## src/rtl/sid_pkg.sv

```systemverilog
// Shared SID types: register widths, core bus bundle, bus-master request and state.
// Types only, so there is no latency.
// Carries no flow control of its own.
package sid;

    typedef logic [4:0] reg5_t;
    typedef logic [7:0] reg8_t;

    typedef struct packed {
        reg5_t addr;
        reg8_t data;
        logic  phi2;
        logic  r_w_n;
        logic  res;
    } bus_i_t;

    typedef struct packed {
        logic  write;
        reg5_t addr;
        reg8_t data;
    } bus_req_t;

    typedef enum logic [1:0] {
        RESET  = 2'd0,
        IDLE   = 2'd1,
        ACCESS = 2'd2
    } bus_master_state_e;

endpackage

```

## src/rtl/sid_phi2_gen.sv

```systemverilog
// Free-running phi2 generator with strobes that flag the upcoming phi1 start and phi2 rise.
// phi2 is registered; the strobes are decoded from cnt and are valid one cycle ahead of their edge.
// Never stalls: it runs from reset release onward, with no flow control.
module sid_phi2_gen #(
    parameter int HALF_PERIOD = 12
) (
    input  logic clk,
    input  logic rst_n,
    output logic phi2,
    output logic boundary,
    output logic phi2_rise
);

    localparam int CW = $clog2(2 * HALF_PERIOD);
    localparam logic [CW-1:0] CNT_LAST = CW'(2 * HALF_PERIOD - 1);
    localparam logic [CW-1:0] CNT_RISE = CW'(HALF_PERIOD - 1);

    logic [CW-1:0] cnt;

    // Strobes are true in the cycle whose closing edge wraps cnt or raises phi2.
    assign boundary  = (cnt == CNT_LAST);
    assign phi2_rise = (cnt == CNT_RISE);

    always_ff @(posedge clk or negedge rst_n) begin
        if (!rst_n) begin
            cnt  <= '0;
            phi2 <= 1'b0;
        end else begin
            cnt <= boundary ? '0 : cnt + CW'(1);
            if (phi2_rise) begin
                phi2 <= 1'b1;
            end else if (boundary) begin
                phi2 <= 1'b0;
            end
        end
    end

endmodule

```

## src/rtl/sid_bus_master.sv

```systemverilog
// Drives the SID core bus from a one-deep valid/ready request port, with phi2 and reset sequencing.
// A request launches at the next phi1 start; read data returns 2*HALF_PERIOD cycles after launch.
// req_ready drops while a request is buffered or the reset sequence is running.
module sid_bus_master
    import sid::*;
#(
    parameter int HALF_PERIOD = 12,
    parameter int RES_PHI2    = 16
) (
    input  logic   clk,
    input  logic   rst_n,
    input  logic   sw_reset,
    input  logic   req_valid,
    output logic   req_ready,
    input  logic   req_write,
    input  reg5_t  req_addr,
    input  reg8_t  req_data,
    output logic   rsp_valid,
    output reg8_t  rsp_data,
    input  reg8_t  data_i,
    output bus_i_t bus_o,
    output logic   cs_n
);

    localparam int RCW = (RES_PHI2 > 1) ? $clog2(RES_PHI2) : 1;
    localparam logic [RCW-1:0] RES_LAST = RCW'(RES_PHI2 - 1);

    logic phi2, boundary, phi2_rise;

    bus_master_state_e state_q, state_d;
    logic [RCW-1:0]    res_cnt_q, res_cnt_d;
    logic              pending_q, pending_d;
    bus_req_t          hold_q, hold_d;
    bus_req_t          cur_q, cur_d;
    logic              in_acc;
    logic              cs_n_d, r_w_n_q, r_w_n_d, res_q, res_d, ready_d, rsp_valid_d;
    reg5_t             addr_q, addr_d;
    reg8_t             data_q, data_d, rsp_data_d;

    sid_phi2_gen #(
        .HALF_PERIOD(HALF_PERIOD)
    ) u_phi2_gen (
        .clk       (clk),
        .rst_n     (rst_n),
        .phi2      (phi2),
        .boundary  (boundary),
        .phi2_rise (phi2_rise)
    );

    always_comb begin
        state_d     = state_q;
        res_cnt_d   = res_cnt_q;
        pending_d   = pending_q;
        hold_d      = hold_q;
        cur_d       = cur_q;
        rsp_valid_d = 1'b0;
        rsp_data_d  = rsp_data;

        if (req_valid && req_ready) begin
            pending_d = 1'b1;
            hold_d    = '{write: req_write, addr: req_addr, data: req_data};
        end

        // All state changes happen on the edge that starts phi1.
        if (boundary) begin
            case (state_q)
                RESET: begin
                    if (res_cnt_q == RES_LAST) begin
                        state_d = IDLE;
                    end else begin
                        res_cnt_d = res_cnt_q + RCW'(1);
                    end
                end
                IDLE: begin
                    if (pending_q) begin
                        state_d   = ACCESS;
                        cur_d     = hold_q;
                        pending_d = 1'b0;
                    end
                end
                ACCESS: begin
                    if (!cur_q.write) begin
                        rsp_data_d  = data_i;
                        rsp_valid_d = 1'b1;
                    end
                    if (pending_q) begin
                        cur_d     = hold_q;
                        pending_d = 1'b0;
                    end else begin
                        state_d = IDLE;
                    end
                end
                default: state_d = RESET;
            endcase
        end

        // Software reset overrides the boundary work and any same-cycle acceptance.
        if (sw_reset) begin
            state_d     = RESET;
            res_cnt_d   = '0;
            pending_d   = 1'b0;
            rsp_valid_d = 1'b0;
            rsp_data_d  = rsp_data;
        end

        in_acc  = (state_d == ACCESS);
        cs_n_d  = !in_acc;
        r_w_n_d = in_acc ? !cur_d.write : 1'b1;
        addr_d  = in_acc ? cur_d.addr : '0;
        res_d   = (state_d == RESET);
        ready_d = !pending_d && (state_d != RESET);

        // Write data is only presented while phi2 is high.
        if (!in_acc || boundary) begin
            data_d = '0;
        end else if (phi2_rise && cur_d.write) begin
            data_d = cur_d.data;
        end else begin
            data_d = data_q;
        end
    end

    always_ff @(posedge clk or negedge rst_n) begin
        if (!rst_n) begin
            state_q   <= RESET;
            res_cnt_q <= '0;
            pending_q <= 1'b0;
            hold_q    <= '0;
            cur_q     <= '0;
            cs_n      <= 1'b1;
            r_w_n_q   <= 1'b1;
            addr_q    <= '0;
            data_q    <= '0;
            res_q     <= 1'b1;
            req_ready <= 1'b0;
            rsp_valid <= 1'b0;
            rsp_data  <= '0;
        end else begin
            state_q   <= state_d;
            res_cnt_q <= res_cnt_d;
            pending_q <= pending_d;
            hold_q    <= hold_d;
            cur_q     <= cur_d;
            cs_n      <= cs_n_d;
            r_w_n_q   <= r_w_n_d;
            addr_q    <= addr_d;
            data_q    <= data_d;
            res_q     <= res_d;
            req_ready <= ready_d;
            rsp_valid <= rsp_valid_d;
            rsp_data  <= rsp_data_d;
        end
    end

    assign bus_o = '{addr: addr_q, data: data_q, phi2: phi2, r_w_n: r_w_n_q, res: res_q};

endmodule

```

## config.mk

```make
export PLATFORM = sky130hd
export DESIGN_NAME = sid_bus_master
export DESIGN_NICKNAME = d
export VERILOG_FILES = /design/src/rtl/sid_pkg.sv /design/src/rtl/sid_phi2_gen.sv /design/src/rtl/sid_bus_master.sv
export SDC_FILE = /design/constraint.sdc
export NUM_CORES = 1
export LEC_CHECK = 0
export CORE_MARGIN = 1.5
export CORE_UTILIZATION = 46
export CTS_CLUSTER_DIAMETER = 40
export DETAILED_ROUTE_END_ITERATION = 10
export PLACE_DENSITY = 0.75
export SLEW_MARGIN = 25
export SYNTH_ARGS = -nofsm -noshare
export SYNTH_HDL_FRONTEND = slang
export SYNTH_HIERARCHICAL = 1
export SYNTH_SLANG_ARGS = --single-unit
```

## constraint.sdc

```tcl
create_clock -name clk -period 2 [get_ports clk]
set_input_delay 0.5 -clock clk [delete_from_list [all_inputs] [get_ports clk]]
set_output_delay 0.5 -clock clk [all_outputs]
set_load 0.005 [all_outputs]
```

==> metrics.md <==
| Metric | Value |
|---|---|
| Status | completed |
| Syn_nets | 226 |
| Final Hold Viols | 0 |
| Synth warnings | 6 |
| Critical path type | flip-flop to flip-flop |
| Sw Pwr | 0.532 mW |
| Initial antenna violation count | 0 |
| WL final | 5.10 mm |
| Final #Nets | 296 |
| CTS tree | done |
| Slew Limit Fails | 0 |
| R2r startpoint | u_phi2_gen/cnt[0]$_DFF_PN0_ |
| Non-Filler Instances | 342 |
| Via count | 1715 |
| Die Span Y | 80.5 um |
| Simple-gate share of the synthesized area | 9.34% |
| Crit. End Element | flip-flop |
| Multiplexer share of the synthesized area | 19.4% |
| Sw Ratio | 19.9% |
| Routed Antenna Nets | 0 |
| Largest family of logic cells by synthesized area | multiplexers |
| CTS Hold Buffers Added | 0 |
| Fin Setup TNS | 0 ns |
| Pre-Repair DR Iteration Count | 5 |
| Hold Crit Class | input pin to async pin |
| Least-Margin Pin Slew | 0.344 ns |
| Die footprint | 6470 um^2 |
| GRT Total Usage | 18.3% |
| Ant. Diodes | 0 |
| Adder-cell area share of the yosys netlist | 2.72% |
| Congestion Overflow GR | 0 |
| Post-synthesis compound-gate area fraction | 4.22% |
| RR Endpoint | data_q[4]$_DFFE_PN0P_ |
| Vias per inst | 5.01 |
| Synth cell count leaders | dfrtp_1 (64), mux2_2 (28), nor2_1 (17) |
| CTS Buf Count | 9 |
| LEAKAGE | 1.67 nW |
| Final Cycle Share | 96.6% |
| Reg2Reg Setup Slack | 0.07 ns |
| Share of cells above drive strength 1 | 27.3% |
| Largest net degree at the start of global routing | 68 |
| Final Util | 63.2% |
| Cell Area, Synth | 2760 um^2 |
| VDD IR max | 0.632 mV |
| Wirelength per Cell | 14.9 um |
| P_int | 2.14 mW |
| CTS max path bufs | 2 |
| Initial core utilization | 47.2% |
| CTS H-tree depth | 3 |
| Endpoints failing setup | 0 |
| Floorplan row count | 28 |
| Synth-to-Final Area Change | 34.0% |
| Dpl ws | -0.0442 ns |
| Gate count after technology mapping | 194 |
| Syn Area/Cell | 14.2 um^2 |
| Critical Path Start Type | flip-flop |
| Max_slew headroom | 76.9% |
| DR WL met2 | 2.45 mm |
| DP HPWL | 3.52 mm |
| Max cap viols | 0 |
| Met3 wire len | 239 um |
| Main synth FF type | dfrtp_1 |
| Die W | 80.5 um |
| Core ar. | 5850 um^2 |
| Area of placed instances | 3440 um^2 |
| Seq/Total Area, Yosys | 60.9% |
| Crit path DAT | 2.16 ns |
| Worst setup margin | 0.0672 ns |
| WL met1 | 2.30 mm |
| Fin area | 3700 um^2 |
| CP Data Required Time | 2.23 ns |
| Dominant cell by count in the synthesized netlist | dfrtp_1 |
| Clock skew | 0.00828 ns |
| Clk Latency, worst-skew pair | 0.34 ns |
| Reg clk slew, reported paths | 0.07 ns |
| RSZ-0062 raised after global routing | true |
| Clk sinks | 67 |
| GPL Wtd Cong | 0.838 |
| Flops & latches, synth | 67 |
| Xor and xnor area share after synthesis | 1.27% |
| # IOs | 53 |
| Drt initial violations | 78 |
| Max Clock Freq | 517 MHz |
| Post-synth top area share | 58.0% |
| Cell taking the most area after synthesis | dfrtp_1 |
| Post-Place Cells | 326 |
| Sequential share of power | 52.7% |
| Fin crit period | 1.93 ns |
| Worst-path maximum fanout | 8 |
| First-pass GRT wire length | 8.63 mm |
| Root Driver | clkbuf_8 |
| Post-synth ARST share | 100% |
| PwrDens | 722 nW/um^2 |
| Synth cell types | 37 |
| Gate power share | 5.1% |
| Largest cells by area after synthesis | dfrtp_1 (58%), mux2_2 (11%), mux2i_1 (2.9%) |
| Post-synth EDFFs | 0 |
| Residual DRC | 0 |
| Number of cells on the worst reg-to-reg path | 8 |
| Clock Power Share | 42.2% |
| Vias in the first global route | 1782 |
| Port bufs | 52 |
| DR top layer | met4 |
[metrics by stage]
step / power, mW / hold WS (ns)
3_5_place_dp: 1.57 / 0.458
5_1_grt: 2.79 / 0.182
2_1_floorplan: 1.46 / 0.204
4_1_cts: 2.70 / 0.179
3_3_place_gp: 1.57 / 0.441
6_report: 2.67 / 0.157
[worst max-delay path by stage]
stage               cells after the start                         from               endpoint  slack [ns]
floorplan                               7  u_phi2_gen/cnt[0]$_DFF_PN0_  data_q[0]$_DFFE_PN0P_      0.0004
global placement                        5                     sw_reset    addr_q[0]$_DFF_PN0_        0.03
detailed placement                      5                     sw_reset    addr_q[3]$_DFF_PN0_       -0.04
CTS                                     7  u_phi2_gen/cnt[0]$_DFF_PN0_    addr_q[3]$_DFF_PN0_        0.02
global route                            8  u_phi2_gen/cnt[0]$_DFF_PN0_  data_q[4]$_DFFE_PN0P_       -0.01
finish                                  8  u_phi2_gen/cnt[0]$_DFF_PN0_  data_q[4]$_DFFE_PN0P_        0.07
[sequential cells by signal, summed over array words and instances, names as in the netlist]
signal / flops
addr_q: 5
cs_n: 1
cur_q: 14
data_q: 8
hold_q: 14
pending_q: 1
r_w_n_q: 1
req_ready: 1
res_cnt_q: 4
res_q: 1
rsp_data: 8
rsp_valid: 1
state_q: 2
u_phi2_gen/cnt: 5
u_phi2_gen/phi2: 1
[timing repair]
item,CTS,global route
setup buffers,0,2
resized for setup,0,6
endpoints found under the setup margin,0,14
[critical path, cell delays in order (launching register included)]
cell,delay (ns)
dfrtp_1,0.40
ha_1,0.22
and4b_2,0.23
buf_4,0.16
a21o_1,0.17
a31o_1,0.24
o211ai_2,0.19
buf_6,0.16
nor2_1,0.05
[routing by layer]
| metal | vias up | track usage (%) |
|---|---|---|
| met1 | 847 | 24.5 |
| met5 | - | 0 |
| met3 | 11 | 4.32 |
| met2 | 45 | 26.6 |
| met4 | 0 | 11.2 |
| li1 | 812 | - |
[cells by family after synthesis]
group                      Yosys count
xor gates and xnor gates             4
muxes                               46
adders and majority gates            6
buffers and inverters                9
AOI/OAI and AO/OA                   14
and+or+nand+nor                     48
DFF                                 67
[power by group through the flow]
stage / Combinational (mW) / Clock, mW / Sequential, mW
floorplan: 0.0363 / 0 / 1.43
global placement: 0.136 / 0 / 1.43
detailed placement: 0.139 / 0 / 1.43
CTS: 0.139 / 1.16 / 1.41
global route: 0.150 / 1.23 / 1.41
finish: 0.135 / 1.13 / 1.41
[layout make-up]
type | instances | area, um^2
multi-input cells | 118 | 1040
flip-flops and latches | 67 | 1680
well taps | 75 | 93.8
inverters | 2 | 7.51
clock buffers | 12 | 165
fillers | 436 | 2150
clock inverters | 2 | 35.0
repair buffers | 66 | 678
[cell usage in the layout (no fill, tap or decap), drive strengths merged, types with 3 or more instances in the layout]
cell type / count
dfrtp: 64
clkdlybuf4s50: 51
mux2: 37
nor2: 17
buf: 15
clkbuf: 12
mux2i: 9
nand2: 7
nor2b: 6
ha: 6
nand3: 5
a21oi: 4
nand2b: 3
xnor2: 3
dfstp: 3
nor3: 3
No activity file was read; power rests on OpenSTA's default activity.
